File: config.mk
export PLATFORM = sky130hd
export DESIGN_NAME = bcd_convert_scheduler
export DESIGN_NICKNAME = d
export VERILOG_FILES = /design/src/rtl/bcd_sched_pkg.sv /design/src/rtl/bcd_dabble_step.sv /design/src/rtl/bcd_convert_scheduler.sv
export SDC_FILE = /design/constraint.sdc
export NUM_CORES = 1
export LEC_CHECK = 0
export CORE_ASPECT_RATIO = 0.5
export CORE_MARGIN = 2
export CORE_UTILIZATION = 50
export DETAILED_ROUTE_END_ITERATION = 8
export PLACE_DENSITY = 0.88
export RECOVER_POWER = 50
export SLEW_MARGIN = 25
export SYNTH_ARGS = -nofsm -noshare
export SYNTH_HDL_FRONTEND = slang
export SYNTH_SLANG_ARGS = --single-unit
File: constraint.sdc
create_clock -name clock -period 3.1 [get_ports clock]
set_input_delay 0.62 -clock clock [delete_from_list [all_inputs] [get_ports clock]]
set_output_delay 0.62 -clock clock [all_outputs]
set_load 0.02 [all_outputs]
File: src/rtl/bcd_sched_pkg.sv
// Shared types and constants for the BCD conversion scheduler.
package bcd_sched_pkg;

  localparam int unsigned BCD_ITER = 8;
  localparam int unsigned BIN_W    = 8;
  localparam int unsigned DIGIT_W  = 4;
  localparam int unsigned SR_W     = 3 * DIGIT_W + BIN_W;

  // {hundreds, tens, ones, bin}
  typedef logic [SR_W-1:0] bcd_sr_t;

  typedef enum logic [1:0] {
    IDLE,
    CONVERT,
    RESPOND
  } state_t;

endpackage

File: src/rtl/bcd_dabble_step.sv
// One double-dabble iteration: add 3 to each BCD digit >= 5, then shift left by one.
module bcd_dabble_step
  import bcd_sched_pkg::*;
(
  input  logic [SR_W-1:0] word_in,
  output logic [SR_W-1:0] word_out
);

  logic [SR_W-1:0] adj;

  // Correct each digit that would overflow on doubling, then shift the whole word.
  always_comb begin
    adj = word_in;
    for (int unsigned d = 0; d < 3; d++) begin
      if (word_in[BIN_W + d*DIGIT_W +: DIGIT_W] >= DIGIT_W'(5)) begin
        adj[BIN_W + d*DIGIT_W +: DIGIT_W] = word_in[BIN_W + d*DIGIT_W +: DIGIT_W] + DIGIT_W'(3);
      end
    end
    word_out = adj << 1;
  end

endmodule

File: src/rtl/bcd_convert_scheduler.sv
// Arbitrates NUM_REQ requesters and converts the granted 8-bit value to three BCD digits.
// Optional feature: define BCD_SCHED_RR_EN for round-robin grant (default fixed priority, lowest index wins).
module bcd_convert_scheduler
  import bcd_sched_pkg::*;
#(
  parameter int NUM_REQ = 4,
  parameter int IDW     = $clog2(NUM_REQ)
) (
  input  logic                     clock,
  input  logic                     reset_n,
  input  logic [NUM_REQ-1:0]       req_valid,
  input  logic [8*NUM_REQ-1:0]     req_data,
  output logic [NUM_REQ-1:0]       req_ready,
  output logic                     rsp_valid,
  input  logic                     rsp_ready,
  output logic [IDW-1:0]           rsp_id,
  output logic [DIGIT_W-1:0]       rsp_hundreds,
  output logic [DIGIT_W-1:0]       rsp_tens,
  output logic [DIGIT_W-1:0]       rsp_ones,
  output logic                     busy
);

  localparam int unsigned CNT_W = $clog2(BCD_ITER + 1);

  state_t          state_q;
  state_t          state_d;
  logic [CNT_W-1:0] cnt_q;
  bcd_sr_t         sr_q;
  bcd_sr_t         sr_step;
  logic [IDW-1:0]  id_q;
  logic            grant_any;
  logic [IDW-1:0]  grant_id;
  logic            accept;

`ifdef BCD_SCHED_RR_EN
  logic [IDW-1:0] ptr_q;

  // Round-robin search starting at the pointer.
  always_comb begin
    grant_any = 1'b0;
    grant_id  = '0;
    for (int unsigned i = 0; i < NUM_REQ; i++) begin
      if (!grant_any && req_valid[(32'(ptr_q) + i) % NUM_REQ]) begin
        grant_any = 1'b1;
        grant_id  = IDW'((32'(ptr_q) + i) % NUM_REQ);
      end
    end
  end

  // Pointer moves just past the requester that was accepted.
  always_ff @(posedge clock or negedge reset_n) begin
    if (!reset_n) begin
      ptr_q <= '0;
    end else if (accept) begin
      ptr_q <= (grant_id == IDW'(NUM_REQ - 1)) ? '0 : grant_id + IDW'(1);
    end
  end
`else
  // Fixed priority: lowest pending index wins.
  always_comb begin
    grant_any = 1'b0;
    grant_id  = '0;
    for (int unsigned i = 0; i < NUM_REQ; i++) begin
      if (!grant_any && req_valid[i]) begin
        grant_any = 1'b1;
        grant_id  = IDW'(i);
      end
    end
  end
`endif

  assign accept = (state_q == IDLE) && grant_any;

  // One-hot ready only while idle; held low throughout reset.
  always_comb begin
    req_ready = '0;
    if (accept && reset_n) begin
      req_ready[grant_id] = 1'b1;
    end
  end

  bcd_dabble_step u_step (
    .word_in  (sr_q),
    .word_out (sr_step)
  );

  // State register.
  always_ff @(posedge clock or negedge reset_n) begin
    if (!reset_n) begin
      state_q <= IDLE;
    end else begin
      state_q <= state_d;
    end
  end

  // Next-state logic. CONVERT spends its final cycle (counter at BCD_ITER) only handing off,
  // so the response appears nine edges after the accepting edge.
  always_comb begin
    state_d = state_q;
    unique case (state_q)
      IDLE:    if (grant_any) state_d = CONVERT;
      CONVERT: if (cnt_q == CNT_W'(BCD_ITER)) state_d = RESPOND;
      RESPOND: if (rsp_ready) state_d = IDLE;
      default: state_d = IDLE;
    endcase
  end

  // Operand capture on accept and one dabble iteration per CONVERT cycle.
  always_ff @(posedge clock or negedge reset_n) begin
    if (!reset_n) begin
      sr_q  <= '0;
      cnt_q <= '0;
      id_q  <= '0;
    end else begin
      unique case (state_q)
        IDLE: begin
          if (grant_any) begin
            sr_q  <= bcd_sr_t'(req_data[32'(grant_id)*BIN_W +: BIN_W]);
            id_q  <= grant_id;
            cnt_q <= '0;
          end
        end
        CONVERT: begin
          if (cnt_q != CNT_W'(BCD_ITER)) begin
            sr_q  <= sr_step;
            cnt_q <= cnt_q + CNT_W'(1);
          end
        end
        default: ;
      endcase
    end
  end

  assign rsp_valid    = (state_q == RESPOND);
  assign busy         = (state_q != IDLE);
  assign rsp_id       = id_q;
  assign rsp_hundreds = sr_q[SR_W-1 -: DIGIT_W];
  assign rsp_tens     = sr_q[SR_W-1-DIGIT_W -: DIGIT_W];
  assign rsp_ones     = sr_q[SR_W-1-2*DIGIT_W -: DIGIT_W];

endmodule

==> results of run 1 <==
-- per-layer routing --
layer | wire, um | track usage, %
met5 | 0 | 0
met4 | 29 | 3.64
met3 | 306 | 5.20
met2 | 2110 | 40.7
met1 | 1810 | 27.6
-- final cells by class --
type | instances | share of cell area, %
Clock buffer | 4 | 2.28
Inverter | 17 | 2.64
Multi-Input combinational cell | 134 | 37.0
Sequential cell | 28 | 29.0
Tap cell | 51 | 2.64
Timing Repair Buffer | 67 | 26.5
-- synth_stat cells (all sizes together), types with 2 or more instances --
master  instances
mux2            2
nor3            4
a21oi          10
xor2            3
dfrtp          28
a22o            4
o31ai           3
o21ai          18
a221o           4
a22oi           8
o22ai           3
nor2b           3
xnor2           3
and4            2
or4             2
nand2b          6
a21o            4
clkbuf          6
a221oi          4
nand2          15
ha              8
and3            2
inv            17
nand3           4
buf            16
nor2           11
-- path summary, 6_finish.rpt --
check / start / to / slack, ns
setup / recovery: req_valid[0] / req_ready[3] / 0.16
hold / removal: rsp_id[1] / rsp_id[1] / 0.50
setup reg to reg: state_q[0] / sr_q[12] / 1.22
hold reg to reg: rsp_id[1] / rsp_id[1] / 0.50
max in group asynchronous: reset_n / sr_q[9] / 0.89
min in group asynchronous: reset_n / rsp_id[0] / 1.34
-- metrics by stage --
stage | setup WS [ns] | instance area (um^2) | hold slack [ns] | cells
global route | 0.129 | 2420 | 0.519 | 301
detailed placement | 0.266 | 2380 | 0.471 | 297
finish | 0.164 | 2420 | 0.496 | 301
global placement | 0.298 | 2380 | 0.463 | 297
floorplan | 1.11 | 1800 | 0.324 | 201
CTS | 0.263 | 2430 | 0.493 | 301
-- sequential cells by signal (all words and copies together), names as in the netlist --
register	count
sr_q	20
cnt_q	4
rsp_id	2
state_q	2
-- cells by family after synthesis --
kind of cell             Yosys count  synth area share (%)
AO/OA/AOI/OAI                     62                  23.5
XOR/XNOR                           6                  2.92
adder cells (fa/ha/maj)            8                  5.56
buffers and inverters             39                  11.0
flip-flops                        28                  38.9
multiplexers                       3                  1.81
AND/OR/NAND/NOR                   55                  16.3
-- power by group --
group	total [uW]	switching [uW]	internal, uW
Sequential	636	124	511
Clock	227	113	114
Combinational	1010	562	450
-- critical path: stages --
cell	delay (ns)
dlygate4sd3_1	0.64
nor2_1	0.21
and4_1	0.23
clkdlybuf4s50_1	0.62
==> metrics.txt, run 1 <==
Post-synth top flop=dfrtp_1; Post-CTS Setup Inserts=0; CP Max Fanout=8; fmax=0.341 GHz; cell taking the most area after synthesis=dfrtp_1; Final nets=298; top-area cell type share of the netlist area=38.9%; most common cell after layout, fill and taps aside=clkdlybuf4s50_1; Final Hold Fails=0; Avg Cell Area, Syn=8.96 um^2; Final Core Density=70.5%; final wirelength=4.26 mm; Avg WL per Cell=14.2 um; gpl congestion=0.794; most frequent cells in the layout=50 x clkdlybuf4s50_1, 28 x dfrtp_1, 17 x o21ai_0; total power=1870 uW; Rel. slew slack=1.12%; Static Leakage=0.00107 uW; Mapped Cells=201; clk sinks=28; Syn Std Cell Area=1800 um^2; detailed-route vias per instance=5.53; area used by multi-input combinational logic=896 um^2; clock slew at reported path FFs=0.09 ns; CTS resizes=0; H-tree depth=1; clock buffer depth=2; antenna violations before repair=0; Worst EP arrival=2.32 ns; CP startpoint kind=input pin; fin crit period=2.94 ns; DR iter-0 viols=85; Final Cycle Share=94.7%; Seq cells post-synth=28; HP Class=reg -> reg; FFs w/ async S/R, synth=100%; total global-route track usage=22.2%; number of buffers created by CTS=3; top cells by area, synth=dfrtp_1 39%, ha_1 5.6%, buf_4 5.4%; # IOs=59; status=completed; EDFF count, synth=0; Cells on Worst Hold Path=1; Worst-Skew Late Latency=0.28 ns; Worst setup EP type=output port; Worst EP required=2.48 ns; Ant. Diodes=0; critical path type=in -> out; Cell Rows=15; measured slew at the worst slew-check pin=1.48 ns; FF/Latch Area=701 um^2; power per cell area=775 nW/um^2; TritonCTS clock tree=built; peak supply drop=399 uV; setup tns final=0 ns; max cap viols=0; synth warn=0; initial core utilization=52.5%; die height=46.4 um; # fillers=261; sequential area share after synthesis=38.9%; Port Buffers=58; GR Overflow Total=0; Die Wd=88.9 um; CTS Root Cell=clkbuf_8; pins over their slew limit=0; ratio of cells with drive above 1 in the final layout=7.60%; cell depth of the worst flop-to-flop path=6; final setup fails=0; syn nets=248; first-pass GRT wire length=6.99 mm; First-pass DRT Iterations=4; area delta synth->final=34.3%; clk_skew=0.00225 ns; DR vias=1664; cts hold-fix bufs=0; Die Footprint=4130 um^2; Core ar.=3430 um^2; DRC=0; Detailed Place HPWL=3.32 mm; Antenna Violating Nets Remaining=0; unrepaired setup endpoints after global routing=no; library cells used by synthesis=41; vias in the first global route=1557; pin count of the biggest net entering global routing=29
Power figures use the tool's default switching activity.
==> run 2, diff against run 1 <==
--- a/config.mk
+++ b/config.mk
@@ -7,9 +7,10 @@
 export LEC_CHECK = 0
 export CORE_ASPECT_RATIO = 0.5
 export CORE_MARGIN = 2
-export CORE_UTILIZATION = 50
+export CORE_UTILIZATION = 51
+export CTS_BUF_LIST = sky130_fd_sc_hd__clkbuf_4 sky130_fd_sc_hd__clkbuf_8
 export DETAILED_ROUTE_END_ITERATION = 8
-export PLACE_DENSITY = 0.88
+export PLACE_DENSITY = 0.9
 export RECOVER_POWER = 50
 export SLEW_MARGIN = 25
 export SYNTH_ARGS = -nofsm -noshare
==> run 2 against run 1 <==
Wire length increased by 4.3%. Core utilization increased by 0.39 points. Critical path type unchanged. Clock-buffer cell count decreased by 1. Clock power decreased by 14%. Die area decreased by 1.8%. Global-route usage increased by 0.084 points. Final cell count unchanged. Sequential share of layout area unchanged. Sequential power about the same. Worst hold slack got worse by 0.0093 ns. Non-clock buffer count increased by 1. Combinational power about the same.
==> metrics.txt, run 2 (synthesis gave the netlist of run 1 again) <==
die height=46.0 um (-0.89%); First-pass DRT Iterations=4 (unchanged); Worst-Skew Late Latency=0.27 ns (about the same); CP startpoint kind=input pin; # fillers=264 (+1.1%); Worst EP arrival=2.36 ns (+0.04 ns); clock share of power=10.5% (-1.6 points); Combinational Power Share=55.4% (+1.4 points); HP Class=reg -> reg; Design Area, Final=2420 um^2 (unchanged); antenna violations before repair=0 (unchanged); initial core utilization=52.7% (+0.29 points); Worst setup EP type=output port; measured slew at the worst slew-check pin=1.17 ns (-0.317 ns); Core ar.=3420 um^2 (-0.55%); clk_skew=0.00131 ns (-0.000946 ns); Worst EP required=2.48 ns (about the same); detailed-route vias per instance=5.56 (+0.60%); Hold WS=0.486 ns (-0.00928 ns); DRC=0 (unchanged); fmax=0.335 GHz (-1.5%); ratio of cells with drive above 1 in the final layout=8.00% (+0.40 points); number of buffers created by CTS=3 (unchanged); final setup fails=0 (unchanged); Antenna Violating Nets Remaining=0 (unchanged); unrepaired setup endpoints after global routing=no; placed cell area=2390 um^2 (+0.32%); Die Wd=88.1 um (-0.94%); Post-CTS Setup Inserts=0 (unchanged); peak supply drop=380 uV (-4.8%); # IOs=59 (unchanged); area delta synth->final=34.3% (unchanged); critical path type=in -> out; CTS Root Cell=clkbuf_8; clk sinks=28 (unchanged); Final Cycle Share=96.2% (+1.4 points); Port Buffers=58 (unchanged); Avg WL per Cell=14.8 um (+4.3%); Final nets=299 (+0.34%); TritonCTS clock tree=built; power per cell area=768 nW/um^2 (-0.86%); DP Worst Slack=0.198 ns (-0.0677 ns); gpl congestion=0.782 (-1.5%); CP Max Fanout=8 (unchanged); Final Hold Fails=0 (unchanged); vias in the first global route=1567 (+0.64%); final wirelength=4.45 mm (+4.3%); Rel. slew slack=22.3% (+21 points); DR vias=1674 (+0.60%); first-pass GRT wire length=6.91 mm (-1.2%); Int Pwr=1050 uW (-2.4%); setup ws final=0.119 ns (-0.0449 ns); most common cell after layout, fill and taps aside=clkdlybuf4s50_1; pin count of the biggest net entering global routing=24 (-17%); DR iter-0 viols=118 (+39%); most frequent cells in the layout=48 x clkdlybuf4s50_1, 28 x dfrtp_1, 17 x o21ai_0; setup tns final=0 ns (unchanged); switch share=43.6% (+0.92 points); part of the power in registers=34.1% (+0.2 points); max FFs per register=20 (unchanged); Top Registers=sr_q x20, cnt_q x4; Die Footprint=4050 um^2 (-1.8%); Static Leakage=0.00107 uW (about the same); clock slew at reported path FFs=0.09 ns (about the same); Reg2Reg Setup Slack=1.27 ns (+0.05 ns); status=completed; pins over their slew limit=0 (unchanged); GR Overflow Total=0 (unchanged); total global-route track usage=22.3% (+0.084 points); cts hold-fix bufs=0 (unchanged); Detailed Place HPWL=3.46 mm (+4.3%); Ant. Diodes=0 (unchanged); Sw Pwr=810 uW (+1.3%); Top reg by flops=sr_q; CTS resizes=0 (unchanged); Cell Rows=15 (unchanged); H-tree depth=1 (unchanged); max cap viols=0 (unchanged); clock buffer depth=2 (unchanged); fin crit period=2.98 ns (+0.0449 ns)
-- run 2: worst paths after layout --
| kind | startpoint | end | cells past startpoint |
|---|---|---|---|
| worst max-delay path | req_valid[0] | req_ready[1] | 4 |
| min in group asynchronous | reset_n | sr_q[1] | 2 |
| max in group asynchronous | reset_n | sr_q[7] | 2 |
| worst min-delay path | sr_q[5] | sr_q[5] | 2 |
| worst min register to register | sr_q[5] | sr_q[5] | 2 |
| worst max register to register | state_q[0] | sr_q[12] | 6 |
-- run 2: final cells by class --
type / count / area (um^2) / area share, %
Inverter: 17 / 63.8 / 2.64
Timing Repair Buffer: 68 / 648 / 26.8
Tap cell: 51 / 63.8 / 2.64
Multi-Input combinational cell: 134 / 902 / 37.3
Clock buffer: 3 / 41.3 / 1.71
Sequential cell: 28 / 701 / 29.0
-- run 2: worst max-delay path: stages --
cell and delay (ns):
dlygate4sd3_1 0.65, nor2b_1 0.30, and3_1 0.20, clkdlybuf4s50_1 0.60
-- run 2: layer usage --
metal	vias to the layer above	global-route usage [%]	part of all wire, %
met4	0	2.12	0.38
met5	-	0	0
li1	799	-	-
met2	70	42.1	49
met3	2	4.71	6.5
met1	803	27.8	44
-- run 2: stage by stage --
step	total power (uW)	util, %	cells
global placement	1610	69.9	298
floorplan	1360	-	201
finish	1860	70.8	301
CTS	1870	71.1	301
global route	1990	70.8	301
detailed placement	1680	69.9	298
-- run 2: power groups by stage --
stage                     combinational (uW)  sequential (uW)  clock [uW]
after global placement                   987              628           0
final                                   1030              633         196
after global routing                    1130              652         212
after detailed placement                1040              637           0
after CTS                               1040              633         194
after floorplan                          735              624           0
==> run 3, diff against run 2 <==
--- a/config.mk
+++ b/config.mk
@@ -5,12 +5,14 @@
 export SDC_FILE = /design/constraint.sdc
 export NUM_CORES = 1
 export LEC_CHECK = 0
+export CELL_PAD_IN_SITES_DETAIL_PLACEMENT = 0
+export CELL_PAD_IN_SITES_GLOBAL_PLACEMENT = 1
 export CORE_ASPECT_RATIO = 0.5
 export CORE_MARGIN = 2
-export CORE_UTILIZATION = 51
+export CORE_UTILIZATION = 37
 export CTS_BUF_LIST = sky130_fd_sc_hd__clkbuf_4 sky130_fd_sc_hd__clkbuf_8
 export DETAILED_ROUTE_END_ITERATION = 8
-export PLACE_DENSITY = 0.9
+export PLACE_DENSITY = 0.89
 export RECOVER_POWER = 50
 export SLEW_MARGIN = 25
 export SYNTH_ARGS = -nofsm -noshare
==> run 3 against run 2 <==
The flow now finishes with violations (capacitance limit, slew limit). Highest routed layer unchanged. Total power rose by 3.8%. First-iteration DRC count fell by 53%. Sequential power barely moved. Largest cell class unchanged. Cell area rose by 1.8%. Core utilization fell by 16 points. Worst setup slack improved by 0.20 ns.
==> metrics.txt, run 3 (synthesis gave the netlist of run 1 again) <==
status=finished, violations left; failing checks=capacitance limit, slew limit; setup tns final=0 ns (unchanged); fmax=0.360 GHz (+7.4%); clock buffer depth=2 (unchanged); CTS resizes=0 (unchanged); Worst setup EP type=output port; total global-route track usage=16.9% (-5.3 points); DR iter-0 viols=55 (-53%); met2 WL=1.99 mm (-8.8%); setup ws final=0.324 ns (+0.205 ns); Final Cycle Share=89.6% (-6.6 points); DRC=0 (unchanged); cell depth of the worst flop-to-flop path=6 (unchanged); WL met3=282 um (-3.1%); final wirelength=4.34 mm (-2.4%); Die Footprint=5480 um^2 (+35%); Worst EP required=2.48 ns (about the same); CP startpoint kind=input pin; Combinational Power Share=52.3% (-3.1 points); CP Cell Sequence=dlygate4sd3_1, nor2b_1, and4_1, clkdlybuf4s50_1; CP max-delay cell=clkdlybuf4s50_1; Final Non-Filler Cells=317 (+5.3%); clock slew at reported path FFs=0.09 ns (about the same); Die Wd=103 um (+17%); Top Layer Used=met4; cts hold-fix bufs=0 (unchanged); measured slew at the worst slew-check pin=1.53 ns (+0.363 ns); Top reg by flops=sr_q; Worst-Skew Late Latency=0.28 ns (about the same); area delta synth->final=36.7%; power per cell area=783 nW/um^2 (+2.0%); Worst EP arrival=2.16 ns (-0.20 ns); Design Area, Final=2460 um^2 (+1.8%); Avg WL per Cell=13.7 um (-7.3%); vias in the first global route=1526 (-2.6%); first-pass GRT wire length=7.07 mm (+2.3%); GR Overflow Total=0 (unchanged); peak supply drop=333 uV (-13%); pins over their slew limit=29 (+29); detailed-route vias per instance=5.11 (-8.1%); First-pass DRT Iterations=4 (unchanged); Core ar.=4530 um^2 (+33%); placed cells=313 (+5.0%); clk sinks=28 (unchanged); Cells on Worst Hold Path=2 (unchanged); unrepaired setup endpoints after global routing=no; DR vias=1620 (-3.2%); switch share=41.2% (-2.4 points); ratio of cells with drive above 1 in the final layout=7.97% (-0.032 points); CP Max Fanout=4 (-4); Detailed Place HPWL=3.30 mm (-4.7%); DP Worst Slack=0.364 ns (+0.166 ns); initial core utilization=39.8% (-13 points); TritonCTS clock tree=built; Final Hold Fails=0 (unchanged); H-tree depth=1 (unchanged); gpl congestion=0.728 (-6.8%); final setup fails=0 (unchanged); clock share of power=15.1% (+4.6 points); critical path type=in -> out; placed cell area=2400 um^2 (+0.79%); Rel. slew slack=-1.89% (-24 points); part of the power in registers=32.6% (-1.5 points); Port Buffers=58 (unchanged); CP peak stage delay=0.60 ns (-0.05 ns); most frequent cells in the layout=51 x clkdlybuf4s50_1, 28 x dfrtp_1, 17 x o21ai_0; Top Registers=sr_q x20, cnt_q x4; Antenna Violating Nets Remaining=0 (unchanged); max cap viols=1 (+1); CTS Root Cell=clkbuf_8; pin count of the biggest net entering global routing=29 (+21%); HP Class=reg -> reg; Post-CTS Setup Inserts=0 (unchanged); Ant. Diodes=0 (unchanged); fin crit period=2.78 ns (-0.205 ns); max FFs per register=20 (unchanged); clk_skew=0.00811 ns (+0.00680 ns); Static Leakage=0.00108 uW (+0.74%); Cell Rows=17 (+2); total power=1930 uW (+3.8%); Int Pwr=1130 uW (+8.1%); # IOs=59 (unchanged); antenna violations before repair=0 (unchanged); number of buffers created by CTS=3 (unchanged); most common cell after layout, fill and taps aside=clkdlybuf4s50_1; Sw Pwr=795 uW (-1.8%); Final nets=299 (unchanged); # fillers=417 (+58%); die height=53.3 um (+16%); M1 WL=2.02 mm (+3.2%)
[run 3: cell count changes in the layout (fill, tap and decap cells not counted)]
cell | before | now
nor4_1 | 0 | 1
clkdlybuf4s50_1 | 48 | 51
nor4_2 | 1 | 0
bufinv_16 | 0 | 1
dlygate4sd3_1 | 10 | 7
[run 3: layout make-up]
| type | instances | area, um^2 | share of cell area (%) |
|---|---|---|---|
| clock buffer | 3 | 41.3 | 1.68 |
| multi-input combinational | 134 | 896 | 36.4 |
| clock inverter | 1 | 30.0 | 1.22 |
| inverter | 17 | 63.8 | 2.59 |
| timing repair buffer | 68 | 648 | 26.3 |
| tap | 66 | 82.6 | 3.35 |
| sequential | 28 | 701 | 28.5 |
[run 3: through the flow]
stage	hold WS [ns]	utilization (%)
4_1_cts	0.488	54.7
6_report	0.486	54.3
3_3_place_gp	0.460	53.1
5_1_grt	0.511	54.3
2_1_floorplan	0.324	-
3_5_place_dp	0.466	53.1
[run 3: final timing paths]
kind | startpoint | end | slack (ns)
setup reg to reg | state_q[0] | sr_q[16] | 1.25
min in group asynchronous | reset_n | state_q[0] | 1.35
hold / removal | sr_q[7] | sr_q[7] | 0.49
hold reg to reg | sr_q[7] | sr_q[7] | 0.49
max in group asynchronous | reset_n | cnt_q[3] | 0.86
setup / recovery | req_valid[2] | req_ready[3] | 0.32
[run 3: metal layers]
| metal | GRT usage (%) | vias up |
|---|---|---|
| met5 | 0 | - |
| met4 | 5.11 | 0 |
| met3 | 4.76 | 4 |
| met2 | 27.5 | 46 |
| met1 | 22.1 | 770 |
| li1 | - | 800 |
[run 3: power by group through the flow]
stage                     logic (uW)  clock network [uW]  registers, uW
after floorplan                  735                   0            624
after global placement           999                   0            628
after detailed placement        1020                   0            636
after CTS                       1030                 297            629
after global routing            1120                 310            652
final                           1010                 291            630
[run 3: critical path: cells and delay by family]
kind / cells / cell delay [ns]
buffers and inverters: 2 / 1.18
and+or+nand+nor: 2 / 0.35
